==> config.mk <==
export PLATFORM = sky130hd
export DESIGN_NAME = imem_boot_loader_flat
export DESIGN_NICKNAME = d
export VERILOG_FILES = /design/src/rtl/imem_boot_loader_if.sv /design/src/rtl/imem_boot_loader.sv /design/src/flat_wrapper.sv
export SDC_FILE = /design/constraint.sdc
export NUM_CORES = 1
export LEC_CHECK = 0
export ABC_CLOCK_PERIOD_IN_PS = 4300
export CAP_MARGIN = 20
export CORE_MARGIN = 4
export CORE_UTILIZATION = 50
export DETAILED_ROUTE_END_ITERATION = 7
export GPL_TIMING_DRIVEN = 0
export PLACE_DENSITY = 0.87
export SLEW_MARGIN = 20
export SYNTH_ARGS = -nofsm -noshare
export SYNTH_HDL_FRONTEND = slang
export SYNTH_SLANG_ARGS = --single-unit
==> constraint.sdc <==
create_clock -name clk -period 4.3 [get_ports clk]
set_clock_uncertainty 0.1 [all_clocks]
set_input_delay 0.86 -clock clk [delete_from_list [all_inputs] [get_ports clk]]
set_output_delay 0.86 -clock clk [all_outputs]
set_load 0.03 [all_outputs]
==> src/rtl/imem_boot_loader_if.sv <==
// Byte-stream and CPU instruction-memory init bus between the boot loader and its neighbours.
// master drives the load request and byte stream; slave is the loader itself.
interface imem_boot_loader_if #(
  parameter int ADDR_W = 12
);
  logic              start;
  logic [ADDR_W-1:0] word_count;
  logic              byte_valid;
  logic [7:0]        byte_data;
  logic              byte_ready;
  logic              init_mode;
  logic              write_enable;
  logic [ADDR_W-1:0] init_address;
  logic [31:0]       init_instruction;
  logic              cpu_reset;
  logic              busy;
  logic              done;

  modport master (
    output start, word_count, byte_valid, byte_data,
    input  byte_ready, init_mode, write_enable, init_address, init_instruction,
           cpu_reset, busy, done
  );

  modport slave (
    input  start, word_count, byte_valid, byte_data,
    output byte_ready, init_mode, write_enable, init_address, init_instruction,
           cpu_reset, busy, done
  );
endinterface

==> src/rtl/imem_boot_loader.sv <==
// Boot loader: assembles big-endian bytes into 32-bit words, writes them into the CPU
// instruction memory, then drops init mode and releases CPU reset after a fixed hold.
//
// state     | meaning
// S_IDLE    | after reset, CPU held in reset/init mode, waiting for start
// S_LOAD    | collecting 4 bytes of the current word
// S_WRITE   | single-cycle write of the assembled word
// S_RELEASE | init mode off, CPU reset held for RESET_HOLD cycles
// S_RUN     | CPU running; start reloads
module imem_boot_loader #(
  parameter int ADDR_W     = 12,
  parameter int RESET_HOLD = 4
) (
  input logic               clk,
  input logic               reset,
  imem_boot_loader_if.slave bus
);
  localparam int TW = (RESET_HOLD > 1) ? $clog2(RESET_HOLD) : 1;
  localparam logic [TW-1:0] HOLD_INIT = TW'(RESET_HOLD - 1);

  typedef enum logic [2:0] {S_IDLE, S_LOAD, S_WRITE, S_RELEASE, S_RUN} state_t;

  state_t            state_q, state_d;
  logic [ADDR_W-1:0] count_q, count_d;
  logic [ADDR_W-1:0] index_q, index_d;
  logic [1:0]        byte_cnt_q, byte_cnt_d;
  logic [23:0]       asm_q, asm_d;
  logic [TW-1:0]     timer_q, timer_d;
  logic              byte_ready_q, byte_ready_d;
  logic              init_mode_q, init_mode_d;
  logic              write_enable_q, write_enable_d;
  logic [ADDR_W-1:0] init_address_q, init_address_d;
  logic [31:0]       init_instruction_q, init_instruction_d;
  logic              cpu_reset_q, cpu_reset_d;
  logic              busy_q, busy_d;
  logic              done_q, done_d;
  logic [ADDR_W-1:0] index_inc;

  assign index_inc = index_q + ADDR_W'(1);

  always_ff @(posedge clk or posedge reset) begin
    if (reset) begin
      state_q            <= S_IDLE;
      count_q            <= '0;
      index_q            <= '0;
      byte_cnt_q         <= '0;
      asm_q              <= '0;
      timer_q            <= '0;
      byte_ready_q       <= 1'b0;
      init_mode_q        <= 1'b1;
      write_enable_q     <= 1'b0;
      init_address_q     <= '0;
      init_instruction_q <= '0;
      cpu_reset_q        <= 1'b1;
      busy_q             <= 1'b0;
      done_q             <= 1'b0;
    end else begin
      state_q            <= state_d;
      count_q            <= count_d;
      index_q            <= index_d;
      byte_cnt_q         <= byte_cnt_d;
      asm_q              <= asm_d;
      timer_q            <= timer_d;
      byte_ready_q       <= byte_ready_d;
      init_mode_q        <= init_mode_d;
      write_enable_q     <= write_enable_d;
      init_address_q     <= init_address_d;
      init_instruction_q <= init_instruction_d;
      cpu_reset_q        <= cpu_reset_d;
      busy_q             <= busy_d;
      done_q             <= done_d;
    end
  end

  always_comb begin
    state_d            = state_q;
    count_d            = count_q;
    index_d            = index_q;
    byte_cnt_d         = byte_cnt_q;
    asm_d              = asm_q;
    timer_d            = timer_q;
    write_enable_d     = 1'b0;
    init_address_d     = init_address_q;
    init_instruction_d = init_instruction_q;

    case (state_q)
      S_IDLE, S_RUN: begin
        if (bus.start) begin
          count_d    = bus.word_count;
          index_d    = '0;
          byte_cnt_d = '0;
          if (bus.word_count == '0) begin
            state_d = S_RELEASE;
            timer_d = HOLD_INIT;
          end else begin
            state_d = S_LOAD;
          end
        end
      end
      S_LOAD: begin
        if (bus.byte_valid && byte_ready_q) begin
          byte_cnt_d = byte_cnt_q + 2'd1;
          case (byte_cnt_q)
            2'd0: asm_d[23:16] = bus.byte_data;
            2'd1: asm_d[15:8]  = bus.byte_data;
            2'd2: asm_d[7:0]   = bus.byte_data;
            default: begin
              // Fourth byte goes straight into the output register, not the assembly buffer.
              state_d            = S_WRITE;
              write_enable_d     = 1'b1;
              init_address_d     = index_q;
              init_instruction_d = {asm_q, bus.byte_data};
            end
          endcase
        end
      end
      S_WRITE: begin
        index_d    = index_inc;
        byte_cnt_d = '0;
        if (index_inc == count_q) begin
          state_d = S_RELEASE;
          timer_d = HOLD_INIT;
        end else begin
          state_d = S_LOAD;
        end
      end
      S_RELEASE: begin
        if (timer_q == '0) state_d = S_RUN;
        else               timer_d = timer_q - TW'(1);
      end
      default: state_d = S_IDLE;
    endcase

    // Registered outputs are decoded from the next state so they line up with it.
    byte_ready_d = (state_d == S_LOAD);
    busy_d       = (state_d == S_LOAD) || (state_d == S_WRITE) || (state_d == S_RELEASE);
    done_d       = (state_d == S_RUN);
    init_mode_d  = !((state_d == S_RELEASE) || (state_d == S_RUN));
    cpu_reset_d  = (state_d != S_RUN);
  end

  assign bus.byte_ready       = byte_ready_q;
  assign bus.init_mode        = init_mode_q;
  assign bus.write_enable     = write_enable_q;
  assign bus.init_address     = init_address_q;
  assign bus.init_instruction = init_instruction_q;
  assign bus.cpu_reset        = cpu_reset_q;
  assign bus.busy             = busy_q;
  assign bus.done             = done_q;
endmodule

==> src/flat_wrapper.sv <==
// flat-port wrapper written by rule: the top's interface ports become plain ports
module imem_boot_loader_flat 
#(
  parameter int ADDR_W     = 12,
  parameter int RESET_HOLD = 4
)
  (clk, reset, bus_start, bus_word_count, bus_byte_valid, bus_byte_data, bus_byte_ready, bus_init_mode, bus_write_enable, bus_init_address, bus_init_instruction, bus_cpu_reset, bus_busy, bus_done);
  imem_boot_loader_if #(.ADDR_W(ADDR_W)) bus_i ();
  input logic clk;
  input logic reset;
  input wire logic [$bits(bus_i.start)-1:0] bus_start;
  input wire logic [$bits(bus_i.word_count)-1:0] bus_word_count;
  input wire logic [$bits(bus_i.byte_valid)-1:0] bus_byte_valid;
  input wire logic [$bits(bus_i.byte_data)-1:0] bus_byte_data;
  output wire logic [$bits(bus_i.byte_ready)-1:0] bus_byte_ready;
  output wire logic [$bits(bus_i.init_mode)-1:0] bus_init_mode;
  output wire logic [$bits(bus_i.write_enable)-1:0] bus_write_enable;
  output wire logic [$bits(bus_i.init_address)-1:0] bus_init_address;
  output wire logic [$bits(bus_i.init_instruction)-1:0] bus_init_instruction;
  output wire logic [$bits(bus_i.cpu_reset)-1:0] bus_cpu_reset;
  output wire logic [$bits(bus_i.busy)-1:0] bus_busy;
  output wire logic [$bits(bus_i.done)-1:0] bus_done;
  assign bus_i.start = bus_start;
  assign bus_i.word_count = bus_word_count;
  assign bus_i.byte_valid = bus_byte_valid;
  assign bus_i.byte_data = bus_byte_data;
  assign bus_byte_ready = bus_i.byte_ready;
  assign bus_init_mode = bus_i.init_mode;
  assign bus_write_enable = bus_i.write_enable;
  assign bus_init_address = bus_i.init_address;
  assign bus_init_instruction = bus_i.init_instruction;
  assign bus_cpu_reset = bus_i.cpu_reset;
  assign bus_busy = bus_i.busy;
  assign bus_done = bus_i.done;
  imem_boot_loader #(.ADDR_W(ADDR_W), .RESET_HOLD(RESET_HOLD)) u_core (.clk(clk), .reset(reset), .bus(bus_i));
endmodule
== Yosys cells after proc, flatten, opt, wreduce, memory -nomap -nowiden ==
Index checks and enable logic that the tools add are counted.
Storage, ports and cells
  register bits: 105
  logic and storage cells: 79
Operators by class
  add/subtract/negate cells: 3
  equality and inequality tests: 17
  mux-type cells: 20
  bitwise logic cells: 1
  reduce and logical (&&, ||, !) cells: 22
Operators with widths (number)
  $pmux 12 s2: 1
  $mux 2: 8
  $reduce_and 3->1: 5
  $add 12x1->12 const B: 1
  $eq 12x12->1: 1
  $eq 3x2->1 const B: 4
  $logic_not 12->1: 1
  $mux 12: 1
  $mux 3: 4
  $pmux 2 s3: 2
  $pmux 3 s4: 1
  $eq 3x1->1 const B: 2
  $eq 3x3->1 const B: 2
  $ne 2x1->1 const B: 3
  $reduce_bool 3->1: 2
  $reduce_and 5->1: 1
  $logic_not 2->1: 2
  $ne 2x2->1 const B: 2
  $reduce_and 2->1: 2
  $logic_not 3->1: 1
  $logic_or 1x1->1: 3
  $mux 1: 3
  $ne 3x3->1 const B: 1
  $reduce_or 3->1: 1
  other kinds (9): 9

== Logic depth before layout (Yosys ltp) ==
  word-level depth: 8
  gate-level depth with buffers: 9
  depth with buffers taken out: 7

== Worst setup path before layout ==
OpenSTA, ideal clock, no wires.
  kind: input -> register
  from: input port bus_start
  to: register u_core.count_q[0]
  setup time: 0.125 ns
  arrival time: 1.960 ns
  setup slack: 2.115 ns
  stages: 4
  buffers on the path: 1
  cell sequence: inv_1 nor3_1 clkbuf_1 mux2_2
Between the ends
  word-level cells in the longest chain between the ends: 1
RTL lines
  start, declared: line flat_wrapper.sv:11  | input wire logic [$bits(bus_i.start)-1:0] bus_start;
  $reduce_and 2->1 (no source line)
  end signal, assigned: line imem_boot_loader.sv:59  | count_q <= count_d;
  end, declared: line imem_boot_loader.sv:24  | logic [ADDR_W-1:0] count_q, count_d;
No other way between the ends.
A chain may end at the register's enable or synchronous reset.

== Worst setup path in the final report ==
  from: input port bus_byte_valid
  to: register u_core.state_q[1]
Between the ends
  word-level cells in the longest chain between the ends: 3
RTL lines
  start, declared: line flat_wrapper.sv:13  | input wire logic [$bits(bus_i.byte_valid)-1:0] bus_byte_valid;
  $logic_and 1x1->1: line imem_boot_loader.sv:101  | if (bus.byte_valid && byte_ready_q) begin
  $mux 3: line imem_boot_loader.sv:101
  $pmux 3 s4: line imem_boot_loader.sv:86  | case (state_q)
  named net u_core.state_d[1]: line imem_boot_loader.sv:23  | state_t state_q, state_d;
  end signal, assigned: line imem_boot_loader.sv:58  | state_q <= state_d;
  end, declared: line imem_boot_loader.sv:23
The timed path passes the listed nets, and every way through them passes these cells.

==> reports/qor_table.md <==
| Step | Quantity | Value |
| --- | --- | --- |
| sta | Unrepaired setup endpoints after global routing | no |
| global route | Wire length of the first global-routing pass | 18000 microns |
| cts | Root buf cell | sky130_fd_sc_hd__clkbuf_8 |
| die | Die boundary width | 105 microns |
| sta | Share of the clock period used by the worst path | 59.5% |
| critical path | Crit-path slowest cell | sky130_fd_sc_hd__clkdlybuf4s50_1 |
| logic synthesis | Post-synthesis average cell area | 10.1 sq um |
| logic synthesis | Area share of the leading cell type in the synthesized netlist | 55.0% |
| min path | Min-Delay Path Class | reg -> reg |
| cts | # H-tree levels | 3 |
| pwr | Max IR drop VDD | 315 uV |
| detailed routing | First-pass iteration count of the detailed router | 5 |
| logic synthesis | Syn Std Cell Area | 4690 sq um |
| placed design | Gpl congestion | 0.856 |
| layout | Most common cell after layout, fill and taps aside | sky130_fd_sc_hd__nand2_1 |
| detailed routing | M1 WL | 4760 microns |
| placed design | Sum of net half-perimeters after detailed placement | 7570 microns |
| pwr | Standby leakage power | 2.74 nW |
| critical path | Arrival time reported for the critical path endpoint | 2680 ps |
| pwr | Power density over the cells | 673 nW/um^2 |
| die | Initial Utilization | 51.0% |
| sta | Fin. Hold Viols | 0 |
| detailed routing | Drt total wl | 10500 microns |
| detailed routing | Routed length on met3 | 391 microns |
| layout | Share of layout cells above drive strength 1 | 13.2% |
| critical path | Startpoint-to-endpoint class of the critical path | in -> reg |
| global route | Largest net degree at the start of global routing | 61 |
| critical path | Crit end category | register |
| logic synthesis | Asr flop ratio synth | 100% |
| detailed routing | Residual DRC | 0 |
| detailed routing | Highest metal layer with signal wires | met4 |
| cts | Number of hold buffers added after cts | 0 |
| placed design | Number of port buffers | 73 |
| layout | Area delta synth->final | 23.7% |
| die | Core area | 9200 sq um |
| die | # rows | 35 |
| detailed routing | Number of vias after detailed routing | 3624 |
| die | Die outline area | 11000 sq um |
| logic synthesis | Portion of the post-synthesis area used by sequential elements | 56.1% |
| placed design | Pre-CTS setup slack | 1370 ps |
| global route | Tot GR Track Use | 20.1% |
| cts | CTS sink count | 105 |
| layout | Utilization of the core after routing | 63.1% |
| detailed routing | Number of antenna-violating nets in the routed design | 0 |
| sta | Clock period minus final worst setup slack | 2560 ps |
| flow run | Maximum capacitance violations | 0 |
| critical path | CP cell instances | clkdlybuf4s50_1 > nand3_1 > nand2b_1 > clkbuf_1 > inv_2 > nor3_1 > o21ai_0 |
| sta | Max Slew Vio Count | 0 |
| logic synthesis | Yosys Warn Count | 0 |
| cts | Clock slew at reported path FFs | 130 ps |
| critical path | Startpoint Class | primary input |
| layout | FILL cells | 722 |
| cts | Setup Fix Bufs, Post-CTS | 0 |
| die | Ports placed on the boundary | 74 |
| critical path | Critical path fanouts, max | 10 |
| logic synthesis | Unique cell type count in the Yosys netlist | 52 |
| global route | Final global-route overflow total | 0 |
| logic synthesis | Number of cells produced by synthesis | 463 |
| layout | Leading cell types in the layout, fill and taps excluded | sky130_fd_sc_hd__nand2_1 (156), sky130_fd_sc_hd__dfrtp_1 (103), sky130_fd_sc_hd__clkdlybuf4s50_1 (73) |
| layout | # diodes | 0 |
| critical path | Data required time at the worst endpoint | 4430 ps |
| detailed routing | Mean routed wirelength per cell | 15.8 microns |
| global route | Via count of the first global-routing pass | 3707 |
| cts | TritonCTS Buffers | 9 |
| cts | Post-cts sizing count | 0 |
| logic synthesis | Flip-flop and latch count after synthesis | 105 |
| cts | Clock network latency to the later pin of the worst-skew pair | 380 ps |
| cts | CTS tree | done |
| cts | Maximum number of buffers from clock root to sink | 2 |
| detailed routing | Routed wl met2 | 5180 microns |
| global route | Number of antenna violations at the first check in global routing | 0 |
| logic synthesis | Leading cell types by total area after synthesis | sky130_fd_sc_hd__dfrtp_1 (55%), sky130_fd_sc_hd__nand2_1 (12%), sky130_fd_sc_hd__mux2_2 (9.1%), sky130_fd_sc_hd__o21ai_0 (2.1%), sky130_fd_sc_hd__ha_1 (1.6%) |
| sta | Final worst setup slack | 1740 ps |
| die | Height of the die | 105 microns |
| sta | Post-route setup TNS | 0 ps |
| sta | Relative slew margins | 61.3% |
| logic synthesis | Post-synth net total | 493 |
| logic synthesis | Largest area contributor in the netlist | sky130_fd_sc_hd__dfrtp_1 |
| status | Outcome | completed |
| layout | Final net count | 578 |
| sta | Maximum clock frequency | 0.391 GHz |
| logic synthesis | Count of flip-flops with a built-in enable after synthesis | 0 |
| logic synthesis | Prevailing post-synth register cell | sky130_fd_sc_hd__dfrtp_1 |
| detailed routing | Iter 0 DRT Violations | 253 |
| sta | Setup-failing EPs final | 0 |
| critical path | Largest stage delay on the critical path | 460 ps |
| detailed routing | Post-DR vias/cell | 5.46 |
| sta | Slew at the pin closest to its max-slew limit | 576 ps |
[worst max-delay path, delay by kind of cell]
| family | cells | cell delay, ps |
|---|---|---|
| AO/OA/AOI/OAI | 1 | 150 |
| AND/OR/NAND/NOR | 3 | 610 |
| buffers and inverters | 3 | 1070 |
[where the power goes]
part | leakage [nW] | internal [mW] | switching (mW)
registers | 1.33 | 1.39 | 0.265
logic | 1.31 | 0.741 | 0.898
clock network | 0.104 | 0.233 | 0.382
total | 2.74 | 2.36 | 1.54
[kinds of logic (layout without fill, tap and decap cells)]
| group | Yosys count | count (layout) | share of synthesized area [%] |
|---|---|---|---|
| adder cells (fa/ha/maj) | 6 | 6 | 1.60 |
| AO/OA/AOI/OAI | 52 | 52 | 7.26 |
| AND/OR/NAND/NOR | 217 | 217 | 20.7 |
| flip-flops | 105 | 105 | 56.1 |
| buffers and inverters | 35 | 125 | 3.36 |
| multiplexers | 38 | 38 | 9.12 |
| XOR/XNOR | 10 | 10 | 1.87 |
[routing by layer]
layer  vias to the layer above  track usage, %
li1                       1725               -
met1                      1795            27.8
met2                        91            32.8
met3                        13            3.64
met4                         0            5.72
met5                         -               0
[sequential cells by signal, indices dropped and copies added (netlist names)]
name	count
u_core.state_q	3
u_core.byte_cnt_q	2
u_core.count_q	12
u_core.index_q	12
u_core.bus.done	1
u_core.timer_q	2
u_core.bus.cpu_reset	1
u_core.asm_q	24
u_core.bus.busy	1
u_core.bus.write_enable	1
u_core.bus.byte_ready	1
u_core.bus.init_mode	1
u_core.bus.init_address	12
u_core.bus.init_instruction	32
[metrics by stage]
stage | area, sq um | std cells | power (mW) | hold slack [ps]
5_1_grt | 5800 | 664 | 4.15 | 376
3_5_place_dp | 5590 | 648 | 3.31 | 347
2_1_floorplan | 4690 | 463 | 2.67 | 333
4_1_cts | 5800 | 664 | 3.93 | 360
3_3_place_gp | 5560 | 647 | 3.22 | 344
6_report | 5800 | 664 | 3.90 | 360
[path summary, 6_finish.rpt]
check                                              start                                     endpoint  slack, ps  depth (start not counted)
setup / recovery                          bus_byte_valid                  u_core.state_q[1]$_DFF_PP0_       1740                          7
hold / removal               u_core.asm_q[4]$_DFFE_PP0P_  u_core.bus.init_instruction[12]$_DFFE_PP0P_        360                          2
setup reg to reg           u_core.index_q[0]$_DFFE_PP0P_                u_core.timer_q[0]$_DFFE_PP0P_       1800                          9
hold reg to reg              u_core.asm_q[4]$_DFFE_PP0P_  u_core.bus.init_instruction[12]$_DFFE_PP0P_        360                          2
max in group asynchronous                          reset               u_core.bus.init_mode$_DFF_PP1_       2630                          3
min in group asynchronous                          reset                  u_core.asm_q[2]$_DFFE_PP0P_        760                          2
[synth_stat cells (all sizes together), types with 5 or more instances]
cell,instances
nand2b,5
dfrtp,103
xnor2,8
nor2,12
ha,6
and3,5
buf,10
mux2,38
nand3,7
nor4,8
inv,11
nand2,156
clkbuf,14
o21ai,20
[final cells by class]
cell class,count,area (sq um),share of cell area (%)
plain buffers,24,116,2.01
clock buffers,9,124,2.14
clock inverters,7,86.3,1.49
inverters,11,46.3,0.798
multi-input cells,323,1900,32.8
flip-flops and latches,105,2630,45.3
well taps,111,139,2.39
repair buffers,74,758,13.1
Note: power is estimated with default switching activity, not from simulation.
